==> config.mk <==
export PLATFORM = sky130hd
export DESIGN_NAME = tens_complement_generator
export DESIGN_NICKNAME = d
export VERILOG_FILES = /design/src/rtl/tens_comp_pkg.sv /design/src/rtl/tens_comp_digit_cell.sv /design/src/rtl/tens_complement_generator.sv
export SDC_FILE = /design/constraint.sdc
export NUM_CORES = 1
export LEC_CHECK = 0
export CORE_AREA = 8 8 45 47
export DETAILED_ROUTE_END_ITERATION = 12
export DIE_AREA = 0 0 53 55
export GPL_ROUTABILITY_DRIVEN = 0
export HOLD_SLACK_MARGIN = 0.1
export PLACE_DENSITY = 0.61
export SETUP_SLACK_MARGIN = 0.15
export SLEW_MARGIN = 10
export SYNTH_ARGS = -nofsm -noshare
export SYNTH_HDL_FRONTEND = slang
export SYNTH_HIERARCHICAL = 1
export SYNTH_SLANG_ARGS = --single-unit
==> constraint.sdc <==
create_clock -name clk -period 1.75 [get_ports clk]
set_clock_uncertainty 0.2 [all_clocks]
set_input_delay 0.2625 -clock clk [delete_from_list [all_inputs] [get_ports clk]]
set_output_delay 0.2625 -clock clk [all_outputs]
set_load 0.01 [all_outputs]
==> src/rtl/tens_comp_pkg.sv <==
`default_nettype none
// ============================================================================
// Module      : tens_comp_pkg
// Description : Shared BCD definitions for the ten's-complement generator.
//               - BCD_DIGIT_W : width of one packed BCD digit
//               - BCD_MAX     : largest legal BCD digit value
//               - bcd_digit_t : one packed BCD digit
//               - is_bcd()    : returns 1 when a nibble is a legal BCD digit
// Revision    : 1.0 - initial release
// ============================================================================
package tens_comp_pkg;

    localparam int         BCD_DIGIT_W = 4;
    localparam logic [3:0] BCD_MAX     = 4'd9;

    typedef logic [BCD_DIGIT_W-1:0] bcd_digit_t;

    function automatic logic is_bcd(input bcd_digit_t d);
        return (d <= BCD_MAX);
    endfunction

endpackage : tens_comp_pkg
`default_nettype wire

==> src/rtl/tens_comp_digit_cell.sv <==
`default_nettype none
// ============================================================================
// Module      : tens_comp_digit_cell
// Description : Combinational single-digit slice of the BCD ten's-complement
//               ripple chain. Forms the nine's complement of the digit, adds
//               the incoming decimal carry and produces the outgoing carry.
// Ports       : i_digit         - BCD digit of the operand
//               i_carry_in      - decimal carry from the digit below
//               o_nines         - 9 - digit
//               o_tens          - (9 - digit + carry_in) mod 10
//               o_carry_out     - decimal carry to the digit above
//               o_digit_invalid - digit is outside 0..9
// Revision    : 1.0 - initial release
// ============================================================================
module tens_comp_digit_cell
    import tens_comp_pkg::*;
(
    input  logic [BCD_DIGIT_W-1:0] i_digit,
    input  logic                   i_carry_in,
    output logic [BCD_DIGIT_W-1:0] o_nines,
    output logic [BCD_DIGIT_W-1:0] o_tens,
    output logic                   o_carry_out,
    output logic                   o_digit_invalid
);

    localparam logic [BCD_DIGIT_W:0] c_DEC_BASE = (BCD_DIGIT_W+1)'(10);

    logic [BCD_DIGIT_W:0] w_sum;

    always_comb begin
        o_nines         = BCD_MAX - i_digit;
        o_digit_invalid = ~is_bcd(i_digit);
        w_sum           = {1'b0, o_nines} + {{BCD_DIGIT_W{1'b0}}, i_carry_in};
        o_tens          = w_sum[BCD_DIGIT_W-1:0];
        o_carry_out     = 1'b0;
        // A legal nine's digit is at most 9, so only the exact value 10 can
        // overflow the decimal digit. Illegal digits produce junk here, but
        // the top level forces the whole result to zero in that case.
        if (w_sum == c_DEC_BASE) begin
            o_tens      = '0;
            o_carry_out = 1'b1;
        end
    end

endmodule : tens_comp_digit_cell
`default_nettype wire

==> src/rtl/tens_complement_generator.sv <==
`default_nettype none
// ============================================================================
// Module      : tens_complement_generator
// Description : Registered BCD ten's-complement unit. Computes
//               (10^NDIGITS - N) mod 10^NDIGITS of a packed BCD operand with
//               one cycle of latency and a throughput of one per cycle.
//               Operands with any nibble > 9 raise error and yield zero.
// Parameters  : NDIGITS - number of packed BCD digits (>= 1)
// Ports       : clk              - rising-edge clock
//               rst_n            - asynchronous active-low reset
//               in_valid         - operand strobe
//               input_number     - packed BCD operand, digit 0 in [3:0]
//               out_valid        - one-cycle pulse when results update
//               tens_complement  - packed BCD ten's complement
//               error            - operand contained a non-BCD digit
//               nines_complement - packed BCD nine's complement
//                                  (present only with TENS_COMP_NINES_OUT_EN)
// Options     : define TENS_COMP_NINES_OUT_EN to add nines_complement
// Revision    : 1.0 - initial release
// ============================================================================
module tens_complement_generator
    import tens_comp_pkg::*;
#(
    parameter int NDIGITS = 1
) (
    input  logic                           clk,
    input  logic                           rst_n,
    input  logic                           in_valid,
    input  logic [BCD_DIGIT_W*NDIGITS-1:0] input_number,
    output logic                           out_valid,
    output logic [BCD_DIGIT_W*NDIGITS-1:0] tens_complement,
    output logic                           error
`ifdef TENS_COMP_NINES_OUT_EN
    ,
    output logic [BCD_DIGIT_W*NDIGITS-1:0] nines_complement
`endif
);

    localparam int DATA_W = BCD_DIGIT_W * NDIGITS;

    logic [NDIGITS:0]   w_carry;
    logic [NDIGITS-1:0] w_digit_invalid;
    logic [DATA_W-1:0]  w_tens;
    logic [DATA_W-1:0]  w_nines;
    logic               w_error;
    logic [DATA_W-1:0]  w_tens_masked;
    logic               w_carry_unused;

    // The "+1" of the ten's complement enters as the carry into digit 0.
    assign w_carry[0] = 1'b1;

    for (genvar gi = 0; gi < NDIGITS; gi++) begin : g_digit
        tens_comp_digit_cell u_cell (
            .i_digit         (input_number[gi*BCD_DIGIT_W +: BCD_DIGIT_W]),
            .i_carry_in      (w_carry[gi]),
            .o_nines         (w_nines[gi*BCD_DIGIT_W +: BCD_DIGIT_W]),
            .o_tens          (w_tens[gi*BCD_DIGIT_W +: BCD_DIGIT_W]),
            .o_carry_out     (w_carry[gi+1]),
            .o_digit_invalid (w_digit_invalid[gi])
        );
    end

    // Carry out of the top digit is the modular wrap and is dropped.
    assign w_carry_unused = w_carry[NDIGITS];

    assign w_error       = |w_digit_invalid;
    assign w_tens_masked = w_error ? '0 : w_tens;

    logic              r_out_valid;
    logic [DATA_W-1:0] r_tens;
    logic              r_error;

    always_ff @(posedge clk or negedge rst_n) begin
        if (!rst_n) begin
            r_out_valid <= 1'b0;
            r_tens      <= '0;
            r_error     <= 1'b0;
        end else begin
            r_out_valid <= in_valid;
            if (in_valid) begin
                r_tens  <= w_tens_masked;
                r_error <= w_error;
            end
        end
    end

    assign out_valid       = r_out_valid;
    assign tens_complement = r_tens;
    assign error           = r_error;

`ifdef TENS_COMP_NINES_OUT_EN
    logic [DATA_W-1:0] r_nines;

    always_ff @(posedge clk or negedge rst_n) begin
        if (!rst_n) begin
            r_nines <= '0;
        end else if (in_valid) begin
            r_nines <= w_error ? '0 : w_nines;
        end
    end

    assign nines_complement = r_nines;
`else
    logic w_nines_unused;
    assign w_nines_unused = ^w_nines;
`endif

endmodule : tens_complement_generator
`default_nettype wire

==> run_summary.xml <==
<?xml version="1.0" encoding="UTF-8"?>
<metrics>
  <group name="status">
    <metric name="status" unit="">finished, final reports clean</metric>
  </group>
  <group name="worst_setup_path">
    <metric name="timing.setup.critical_path_class" unit="">in2reg</metric>
    <metric name="worstPathBufferInverterCount" unit="">2</metric>
    <metric name="reg2reg_from" unit="">error</metric>
    <metric name="cpMostUsedCell" unit="">sky130_fd_sc_hd__ha_4</metric>
    <metric name="critPathSlowestCell" unit="">sky130_fd_sc_hd__o31a_1</metric>
    <metric name="worst_setup_path_start_kind" unit="">primary input</metric>
    <metric name="timing.critical_path.to_type" unit="">register</metric>
    <metric name="crit_chain" unit="">dlygate4sd2_1, inv_2, ha_4, ha_4, and2_4, a21oi_2, o31a_1, nand3b_1, o21ai_0</metric>
    <metric name="critical_path.max_fanout" unit="">3</metric>
    <metric name="timing.critical_path.from" unit="">input_number[0]</metric>
    <metric name="path_delay_family" unit="">compound AO/OA/AOI/OAI gates</metric>
    <metric name="required_arrival_time_at_the_worst_endpoint" unit="ns">1.67</metric>
    <metric name="critical_path.max_stage_delay" unit="ns">0.27</metric>
    <metric name="crit_arrival" unit="ns">1.48</metric>
  </group>
  <group name="detailed_routing">
    <metric name="route.vias.total" unit="">334</metric>
    <metric name="vias_per_cell" unit="">4.23</metric>
    <metric name="drt_first_pass_iters" unit="">3</metric>
    <metric name="route.detailed.drc" unit="">0</metric>
    <metric name="route.detailed.wl_per_inst" unit="um">11.5</metric>
    <metric name="antenna_violating_nets_remaining" unit="">0</metric>
    <metric name="detail_route.iter0.violations" unit="">2</metric>
    <metric name="finalWirelength" unit="um">908</metric>
  </group>
  <group name="synthesis">
    <metric name="syn_nets" unit="">52</metric>
    <metric name="avgSynthCellArea" unit="um2">9.70</metric>
    <metric name="post_synth_inst_count" unit="">41</metric>
    <metric name="yosys_warnings" unit="">6</metric>
    <metric name="syn_area" unit="um2">398</metric>
  </group>
  <group name="floorplan">
    <metric name="rows" unit="">14</metric>
    <metric name="ioPinCount" unit="">13</metric>
    <metric name="die_area" unit="um2">2920</metric>
    <metric name="die-height" unit="um">55</metric>
    <metric name="die_width" unit="um">53</metric>
    <metric name="start_util" unit="">0.288</metric>
    <metric name="placeableCoreArea" unit="um2">1380</metric>
  </group>
  <group name="clocking">
    <metric name="clk_pin_slew" unit="ns">0.04</metric>
    <metric name="worstSkewPairLatency" unit="ns">0.24</metric>
    <metric name="worst_case_clock_buffer_depth" unit="">2</metric>
    <metric name="tritoncts_num_sinks" unit="">6</metric>
    <metric name="cts_tree" unit="">done</metric>
    <metric name="cts-buffers-inserted" unit="">3</metric>
    <metric name="root_buffer" unit="">sky130_fd_sc_hd__clkbuf_4</metric>
    <metric name="cts_max_level" unit="">1</metric>
  </group>
  <group name="timing">
    <metric name="setup_repair_after_global_routing_missed_its_margin" unit="">true</metric>
    <metric name="setup_slack" unit="ns">0.187</metric>
    <metric name="layout_worst_path_cycle_share" unit="">0.893</metric>
    <metric name="min_period" unit="ns">1.56</metric>
    <metric name="report.final.hold_viol_count" unit="">0</metric>
    <metric name="maxSlewViolCount" unit="">0</metric>
    <metric name="totalNegativeSetupSlack" unit="ns">0</metric>
    <metric name="holdWs" unit="ns">0.309</metric>
    <metric name="fmaxAchievable" unit="MHz">640</metric>
    <metric name="final_report_setup_violation_count" unit="">0</metric>
  </group>
  <group name="cells_and_area">
    <metric name="post_route_cells_drive_above_1_share" unit="">0.349</metric>
    <metric name="num_antenna_cells" unit="">0</metric>
    <metric name="final_nets" unit="">76</metric>
    <metric name="area.growth.synth_to_final" unit="%">70.1</metric>
  </group>
  <group name="placement">
    <metric name="detailed_place_hpwl" unit="um">639</metric>
    <metric name="port_buffers" unit="">12</metric>
    <metric name="dp_worst_setup_slack" unit="ns">-0.382</metric>
  </group>
  <group name="power">
    <metric name="power.density_cell_area" unit="nW/um2">648</metric>
    <metric name="cellLeakagePower" unit="uW">0.000358</metric>
    <metric name="power" unit="uW">439</metric>
    <metric name="worst_ir_drop_vdd" unit="mV">0.331</metric>
  </group>
  <group name="global_route">
    <metric name="wire_length_of_the_first_global_routing_pass" unit="um">1650</metric>
    <metric name="grt.total_usage" unit="">0.0768</metric>
    <metric name="antenna_found_initial" unit="">0</metric>
    <metric name="largest_net_degree_at_the_start_of_global_routing" unit="">10</metric>
    <metric name="grt.overflow.total" unit="">0</metric>
    <metric name="vias_in_the_first_global_route" unit="">400</metric>
  </group>
  <group name="run">
    <metric name="cap_violations" unit="">0</metric>
  </group>
  <group name="hold_path">
    <metric name="worstHoldStart" unit="">error</metric>
    <metric name="hold_class" unit="">reg2reg</metric>
  </group>
</metrics>
metrics by stage:
step           utilization  cells  instance area (um2)
5_1_grt              0.489     79                  677
6_report             0.489     79                  677
2_1_floorplan            -     41                  398
3_5_place_dp         0.416     74                  576
3_3_place_gp         0.416     74                  576
4_1_cts              0.471     79                  652
cell usage in the layout (no fill, tap or decap), types with 3 or more instances in the layout:
cell                              count
sky130_fd_sc_hd__clkdlybuf4s50_1      3
sky130_fd_sc_hd__dfrtp_1              6
sky130_fd_sc_hd__dlygate4sd2_1        5
sky130_fd_sc_hd__inv_2                3
sky130_fd_sc_hd__o21ai_0              4
sky130_fd_sc_hd__dlymetal6s2s_1       4
sky130_fd_sc_hd__buf_4                8
sky130_fd_sc_hd__inv_1                4
sky130_fd_sc_hd__clkbuf_4             3
sky130_fd_sc_hd__nand3b_1             4
sky130_fd_sc_hd__ha_4                 3
registers in the layout (all words and copies together) (netlist names):
name	flops
error	1
out_valid	1
tens_complement	4
final timing paths:
path / to / slack [ns] / cells past startpoint
hold reg to reg: error / 0.31 / 1
setup / recovery: tens_complement[1] / 0.19 / 9
max in group asynchronous: tens_complement[2] / 0.54 / 2
setup reg to reg: error / 0.80 / 1
hold / removal: error / 0.31 / 1
min in group asynchronous: tens_complement[0] / 0.60 / 2
power breakdown:
group          switching (uW)  internal (uW)  leakage (uW)
Clock                    45.6           77.3     0.0000138
Combinational            63.5           89.8      0.000269
Sequential               7.20            155     0.0000752
Total                     116            323      0.000358
final cells by class:
class,count,area [um2]
Inverter,7,26.3
Fill cell,144,707
Clock buffer,3,22.5
Multi-Input combinational cell,26,264
Sequential cell,6,150
Timing Repair Buffer,21,194
Tap cell,16,20.0
layer usage:
| layer | track usage | part of all wire |
|---|---|---|
| met2 | 0.117 | 0.46 |
| met5 | 0 | 0 |
| met3 | 0.0348 | 0.11 |
| met1 | 0.0844 | 0.43 |
| met4 | 0.0517 | 0 |
what timing repair did:
action	in CTS	in global routing
setup endpoints to repair	5	6
buffers inserted	1	0
hold endpoints to repair	6	0
pin swaps	2	2
gates resized for setup	14	9
hold buffers	1	0
Power figures use the tool's default switching activity.
